[src/rtl/pixel_fetch_pkg.sv]
// pixel_fetch_pkg: shared FSM state type and constants for the pixel fetch master.
package pixel_fetch_pkg;
  typedef enum logic {IDLE, BUS} state_e;
  localparam int FIFO_DEPTH_DEF = 4;
  localparam logic [3:0] SEL_ALL = 4'hF;
endpackage

[src/rtl/pixel_fetch_fifo.sv]
// pixel_fetch_fifo: synchronous first-word-fall-through FIFO with occupancy count.
module pixel_fetch_fifo #(
  parameter int DEPTH = 4,
  parameter int W = 32
) (
  input  logic                     clk_i,
  input  logic                     rst_i,
  input  logic                     push_i,
  input  logic [W-1:0]             wdata_i,
  input  logic                     pop_i,
  output logic [W-1:0]             rdata_o,
  output logic [$clog2(DEPTH):0]   count_o,
  output logic                     empty_o,
  output logic                     full_o
);
  localparam int AW = $clog2(DEPTH);
  logic [W-1:0] mem_q [DEPTH];
  logic [AW-1:0] wr_q, rd_q;
  logic [AW:0] cnt_q;
  logic do_push, do_pop;
  assign empty_o = cnt_q == '0;
  assign full_o = cnt_q == (AW+1)'(DEPTH);
  assign do_pop = pop_i && !empty_o;
  // a pop frees the slot in the same cycle, so a push into a full FIFO is still taken
  assign do_push = push_i && (!full_o || do_pop);
  assign rdata_o = mem_q[rd_q];
  assign count_o = cnt_q;
  always_ff @(posedge clk_i) begin
    if (rst_i) begin
      wr_q <= '0;
      rd_q <= '0;
      cnt_q <= '0;
    end else begin
      if (do_push) wr_q <= wr_q + 1'b1;
      if (do_pop) rd_q <= rd_q + 1'b1;
      cnt_q <= cnt_q + (AW+1)'(do_push) - (AW+1)'(do_pop);
    end
  end
  always_ff @(posedge clk_i) if (do_push) mem_q[wr_q] <= wdata_i;
endmodule

[src/rtl/pixel_fetch.sv]
// pixel_fetch: single-outstanding WISHBONE read master returning words through a FWFT FIFO.
// Define PIXEL_FETCH_STATS_EN to add read/stall statistics counters.
module pixel_fetch
  import pixel_fetch_pkg::*;
#(
  parameter int FIFO_DEPTH = FIFO_DEPTH_DEF
) (
  input  logic        wb_clk_i,
  input  logic        wb_rst_i,
  input  logic        req_valid_i,
  output logic        req_ready_o,
  input  logic [31:0] req_adr_i,
  output logic        dat_valid_o,
  input  logic        dat_ready_i,
  output logic [31:0] dat_o,
  output logic [31:0] mwb_adr_o,
  output logic        mwb_stb_o,
  output logic        mwb_we_o,
  output logic [3:0]  mwb_sel_o,
  input  logic        mwb_ack_i,
  input  logic [31:0] mwb_dat_i
`ifdef PIXEL_FETCH_STATS_EN
  ,
  output logic [31:0] stat_reads_o,
  output logic [31:0] stat_stall_o
`endif
);
  localparam int CW = $clog2(FIFO_DEPTH) + 1;
  state_e state_q, state_d;
  logic [31:0] adr_q, adr_d;
  logic [CW-1:0] count;
  logic busy, ack, accept, fifo_empty, fifo_full;
  assign busy = state_q == BUS;
  assign ack = busy && mwb_ack_i;
  // the in-flight access owns a FIFO slot; same-cycle pops are not credited
  assign req_ready_o = !wb_rst_i && (!busy || mwb_ack_i) && !fifo_full &&
                       ({1'b0, count} + (CW+1)'(busy) < (CW+1)'(FIFO_DEPTH));
  assign accept = req_valid_i && req_ready_o;
  always_comb begin
    state_d = accept ? BUS : ack ? IDLE : state_q;
    adr_d = accept ? req_adr_i : adr_q;
  end
  always_ff @(posedge wb_clk_i) begin
    if (wb_rst_i) begin
      state_q <= IDLE;
      adr_q <= '0;
    end else begin
      state_q <= state_d;
      adr_q <= adr_d;
    end
  end
  assign mwb_stb_o = busy;
  assign mwb_adr_o = adr_q;
  assign mwb_we_o = 1'b0;
  assign mwb_sel_o = SEL_ALL;
  assign dat_valid_o = !fifo_empty;
  pixel_fetch_fifo #(.DEPTH(FIFO_DEPTH), .W(32)) u_fifo (
    .clk_i(wb_clk_i),
    .rst_i(wb_rst_i),
    .push_i(ack),
    .wdata_i(mwb_dat_i),
    .pop_i(dat_ready_i),
    .rdata_o(dat_o),
    .count_o(count),
    .empty_o(fifo_empty),
    .full_o(fifo_full)
  );
`ifdef PIXEL_FETCH_STATS_EN
  logic [31:0] stat_reads_q, stat_stall_q;
  always_ff @(posedge wb_clk_i) begin
    if (wb_rst_i) begin
      stat_reads_q <= '0;
      stat_stall_q <= '0;
    end else begin
      if (ack) stat_reads_q <= stat_reads_q + 1'b1;
      if (busy && !mwb_ack_i) stat_stall_q <= stat_stall_q + 1'b1;
    end
  end
  assign stat_reads_o = stat_reads_q;
  assign stat_stall_o = stat_stall_q;
`endif
endmodule
[config.mk]
export PLATFORM = sky130hd
export DESIGN_NAME = pixel_fetch
export DESIGN_NICKNAME = d
export VERILOG_FILES = /design/src/rtl/pixel_fetch_pkg.sv /design/src/rtl/pixel_fetch_fifo.sv /design/src/rtl/pixel_fetch.sv
export SDC_FILE = /design/constraint.sdc
export NUM_CORES = 1
export LEC_CHECK = 0
export CORE_MARGIN = 1.5
export CORE_UTILIZATION = 50
export CTS_BUF_LIST = sky130_fd_sc_hd__clkbuf_4 sky130_fd_sc_hd__clkbuf_8 sky130_fd_sc_hd__clkbuf_16
export CTS_CLUSTER_SIZE = 10
export DETAILED_ROUTE_END_ITERATION = 12
export HOLD_SLACK_MARGIN = 0.15
export PLACE_DENSITY = 0.75
export SETUP_SLACK_MARGIN = 0.15
export SLEW_MARGIN = 20
export SYNTH_ARGS = -nofsm -noshare
export SYNTH_HDL_FRONTEND = slang
export SYNTH_SLANG_ARGS = --single-unit
[constraint.sdc]
create_clock -name wb_clk_i -period 2.2 [get_ports wb_clk_i]
set_input_delay 0.44 -clock wb_clk_i [delete_from_list [all_inputs] [get_ports wb_clk_i]]
set_output_delay 0.44 -clock wb_clk_i [all_outputs]
set_load 0.02 [all_outputs]
# Yosys cells after proc, flatten, opt, wreduce, memory -nomap -nowiden

Memory sizes are Yosys's and may differ from the RTL's. A register that Yosys moved wholly into a read port is not among the register bits.
Index checks and enable logic that the tools add are counted.

Logic and storage cells: 34
Flip-flop bits (word level): 40
Output and inout bits: 72
Bits in writable memories: 128
Memories kept: 1
Input bits: 69

Magnitude comparators: 1
Multiplexer cells: 6
Equal/unequal tests: 1
Reductions and logical operators: 15
Add/subtract/negate cells: 5

Memory list:

| memory       | words | bits a word | read ports | clocked after memory_dff | wr ports | line                   | text |
|---|---|---|---|---|---|---|---|
| u_fifo.mem_q | 4     | 32          | 1          | 1                        | 1        | pixel_fetch_fifo.sv:17 | `logic [W-1:0] mem_q [DEPTH];` |

Operators by type and width:

| cell                  | number |
|---|---|
| $logic_and A1 B1 Y1   | 7 |
| $add A2 B1 Y2 const B | 2 |
| $add A3 B1 Y4         | 1 |
| $logic_not A1 Y1      | 4 |
| $lt A4 B3 Y1 const B  | 1 |
| $mux W1               | 4 |
| $mux W2               | 2 |
| $add A3 B1 Y3         | 1 |
| $eq A3 B3 Y1 const B  | 1 |
| $logic_not A3 Y1      | 1 |
| $sub A3 B1 Y3         | 1 |
| $logic_or A1 B1 Y1    | 2 |
| $reduce_bool A2 Y1    | 1 |

# Logic depth before layout (Yosys ltp)

Gate-level depths: netlist of the first run.

Word-level depth: 7
Mapped depth: 8
Gate-level depth less buffers: 8

# By module

A second synthesis of the first run with hierarchy kept.

Cell total of the unflattened synthesis: 333
Area, all modules: 6712.7 um^2

Modules (own cells, without submodules):

| module           | cells an instance | instances | seq. area each (um^2) | area each (um^2) |
|---|---|---|---|---|
| pixel_fetch_fifo | 214               | 1         | 4023.9                | 5198.7 |
| pixel_fetch      | 119               | 1         | 660.6                 | 1514.0 |

# Worst setup path before layout of the first run

OpenSTA, ideal clock, no wires.

Kind: register to register
Start: register state_q (netlist: mwb_stb_o)
End: memory u_fifo.mem_q[0][0] (enable)
Data required time: 1.808 ns
Path slack: 0.173 ns
Data arrival time: 1.635 ns
Period minus slack after synthesis: 2.027 ns
Buffers on the path: 0
Setup time: 0.392 ns
Cell stages (with the launch flop): 4
Path through: dfxtp_1 > nand2_1 > nor2_2 > and2_1

Cells in the longest elaborated chain, start to end: 4

Ends and longest elaborated chain:

| element                       | line                   | text |
|---|---|---|
| start, declared               | pixel_fetch.sv:29      | `state_e state_q, state_d;` |
| start signal, assigned        | pixel_fetch.sv:48      | `state_q <= state_d;` |
| $logic_and A1 B1 Y1           | pixel_fetch.sv:34      | `assign ack = busy && mwb_ack_i;` |
| $logic_and A1 B1 Y1           | pixel_fetch_fifo.sv:25 | `assign do_push = push_i && (!full_o \|\| do_pop);` |
| $mux W1                       | pixel_fetch_fifo.sv:39 | `always_ff @(posedge clk_i) if (do_push) mem_q[wr_q] <= wdata_i;` |
| $mux W1 (implied by the code) | pixel_fetch_fifo.sv:39 |  |
| end, declared                 | pixel_fetch_fifo.sv:17 |  |

Every way passes these cells.

==> flow_summary.yaml, run 1 <==
synth:
  netlist-cell-type-count: 33
  netlist_instances: 376
  synthArstFlopShare_pct: 0
  postSynthAreaPerCell_um2: 17.0
  ys_warn_count: 0
  ys_ff_latch: 170
  synth-seq-area-share_pct: 73.3
  syn_area_um2: 6390
  synth-edff-count: 128
  synthFlopType: "edfxtp_1"
floorplan:
  ios: 141
  core_area_um2: 12600
  initial_core_util_pct: 50.9
  row_count: 41
  fp.dieArea_um2: 13500
  die_h_um: 116
  die_w_um: 116
power:
  p_total_w: 0.00933
  peakVddDrop_uv: 477
  leakage_nw: 2.98
  powerDensity_nw_per_um2: 1050
sta:
  worst_slew_pin_slew_ps: 845
  hold_viol: 0
  whs_ps: 477
  rsz0062_at_grt: "yes"
  timing.fmax_mhz: 453
  fin_worst_skew_ps: 14.1
  setup_viol: 6
  slew_viol_final: 0
  period_needed_ps: 2210
  slew-limit-headroom_pct: 43.6
  fin_ws_ps: -5.68
  fin_crit_sh_pct: 100
run_status:
  outcome: "finished, violations left"
  violations: "negative setup slack"
job:
  drv_cap: 0
grt:
  grtUsageTotal_pct: 20.4
  antenna_found_initial: 0
  grt_overflow: 0
  grt_max_degree: 42
  grt_first_pass_wirelength_mm: 20.1
  grt_pass1_vias: 3839
cts:
  cts.sinks: 170
  tritoncts: "yes"
  path_clk_slew_ps: 60
  cts-root-buf: "clkbuf_16"
  cts_buffers: 17
  htree_levels: 4
  cts_buffer_depth: 2
  clk_latency_ps: 430
routing:
  dr.first_iter.drc_count: 242
  drc: 0
  viasPerCell: 5.31
  routed_wl_mm: 13.0
  vias: 3780
  avgRoutedWirePerCell_um: 18.3
  ant_nets: 0
  drt_first_pass_iters: 5
final_layout:
  fin_area_um2: 8850
  fin_nets: 605
  final_layout_size_suffix_gt1_share_pct: 24.8
  area_growth_pct: 38.5
  finalNonFillerCells: 712
  final_common_cell: "edfxtp_1"
  mostFrequentLayoutCells: "edfxtp_1, clkdlybuf4s50_1, dfxtp_1"
  n_antenna_cell: 0
place:
  placed_cell_area_um2: 8050
  gp_congestion: 0.747
  hpwl_mm: 8.10
  dp_cells: 675
  portBuffers: 135
critical_path:
  rrSetupSlack_ps: 270
  cp_common_cell: "buf_6"
  worstPathCellList: "buf_6, buf_16, mux4_2, buf_6"
  crit_slowest_cell: "mux4_2"
  slowest_delay_ps: 510
  critPathTopFamily: "multiplexers"
  worstPathMaxFanout: 6
  cp-end-kind: "output pin"
  critPathBufInv: 3
  cp.arrival_ps: 1770
  setup.worst_path.class: "register to output pin"
  worstSetupStartpointType: "register"
  cp.required_ps: 1760
min_path:
  hold_path.class: "register to register"
-- metrics by stage --
step           setup slack [ps]  utilization, %  setup TNS, ps
5_1_grt                   -66.2            70.4           -797
2_1_floorplan               173               -              0
3_5_place_dp               -159            64.1           -352
3_3_place_gp               -112            64.1           -158
6_report                  -5.68            70.4          -15.9
4_1_cts                   -32.9            70.3           -314
-- layout make-up --
cell class                 instances  area, um2
clock buffer                      17        425
sequential                       170       4690
timing repair buffer             160       1760
clock inverter                    14        196
fill                             831       3720
multi-input combinational        170       1530
tap                              172        215
inverter                           9       33.8
-- path summary, 6_finish.rpt --
kind                                  endpoint  cells past startpoint                          from
setup / recovery                     dat_o[27]                      4                      register
hold / removal       mwb_adr_o[7]$_SDFFE_PP0P_                      2     mwb_adr_o[7]$_SDFFE_PP0P_
setup reg to reg  u_fifo.count_o[2]$_SDFF_PP0_                      8  u_fifo.count_o[0]$_SDFF_PP0_
hold reg to reg      mwb_adr_o[7]$_SDFFE_PP0P_                      2     mwb_adr_o[7]$_SDFFE_PP0P_
-- cells in the mapped netlist (all sizes together) (2+ instances only) --
| cell type | number | area [um2] |
|---|---|---|
| o21ai | 32 | 160 |
| a21oi | 32 | 160 |
| nand3 | 32 | 160 |
| nor2 | 9 | 36.3 |
| dfxtp | 42 | 841 |
| nand2 | 2 | 7.51 |
| xnor2 | 3 | 26.3 |
| clkbuf | 11 | 41.3 |
| ha | 7 | 87.6 |
| inv | 9 | 33.8 |
| buf | 19 | 125 |
| and2 | 4 | 25.0 |
| edfxtp | 128 | 3840 |
| mux4 | 32 | 721 |
| conb | 2 | 7.51 |
-- tightest hold or removal path, cell delays in order (launching register included) --
cell	delay, ps
dfxtp_1	310
o21ai_1	60
a21oi_1	60
-- registers in the layout, summed over array words and instances, names as in the netlist, named ones only --
register,count
u_fifo.mem_q,128
mwb_adr_o,32
u_fifo.count_o,3
u_fifo.rd_q,2
u_fifo.wr_q,2
mwb_stb_o,1
-- timing repair --
item | 4_1_cts | 5_1_grt
pin swaps | 1 | 0
setup endpoints to repair | 34 | 32
setup buffers | 2 | 1
cloned | 3 | 0
gates resized for setup | 210 | 0
hold buffers | 0 | 0
-- power by group --
part / internal (W) / switching, W
combinational: 0.00138 / 0.00112
sequential: 0.00359 / 0.000119
clock: 0.00190 / 0.00122
total: 0.00686 / 0.00246
-- metal layers --
metal | GRT usage [%] | wire, um | share of wire, % | vias up
li1 | - | - | - | 1750
met5 | 0 | 0 | 0 | -
met3 | 8.26 | 1150 | 8.8 | 16
met1 | 25.2 | 5400 | 41 | 1869
met4 | 8.29 | 208 | 1.6 | 0
met2 | 32.2 | 6260 | 48 | 145
-- logic make-up after synthesis --
group	synth area share [%]
AO/OA/AOI/OAI	5.74
XOR/XNOR	0.548
adder cells (fa/ha/maj)	1.68
buffers and inverters	3.13
flip-flops	73.3
multiplexers	11.4
other	0.118
AND/OR/NAND/NOR	4.05
No activity file was read; power rests on OpenSTA's default activity.
==> inputs of run 2 (changes only) <==
- HOLD_SLACK_MARGIN: 0.15 -> unset
==> results of run 2 <==
The final DEF is identical to that of run 1; final timing and power are the same.
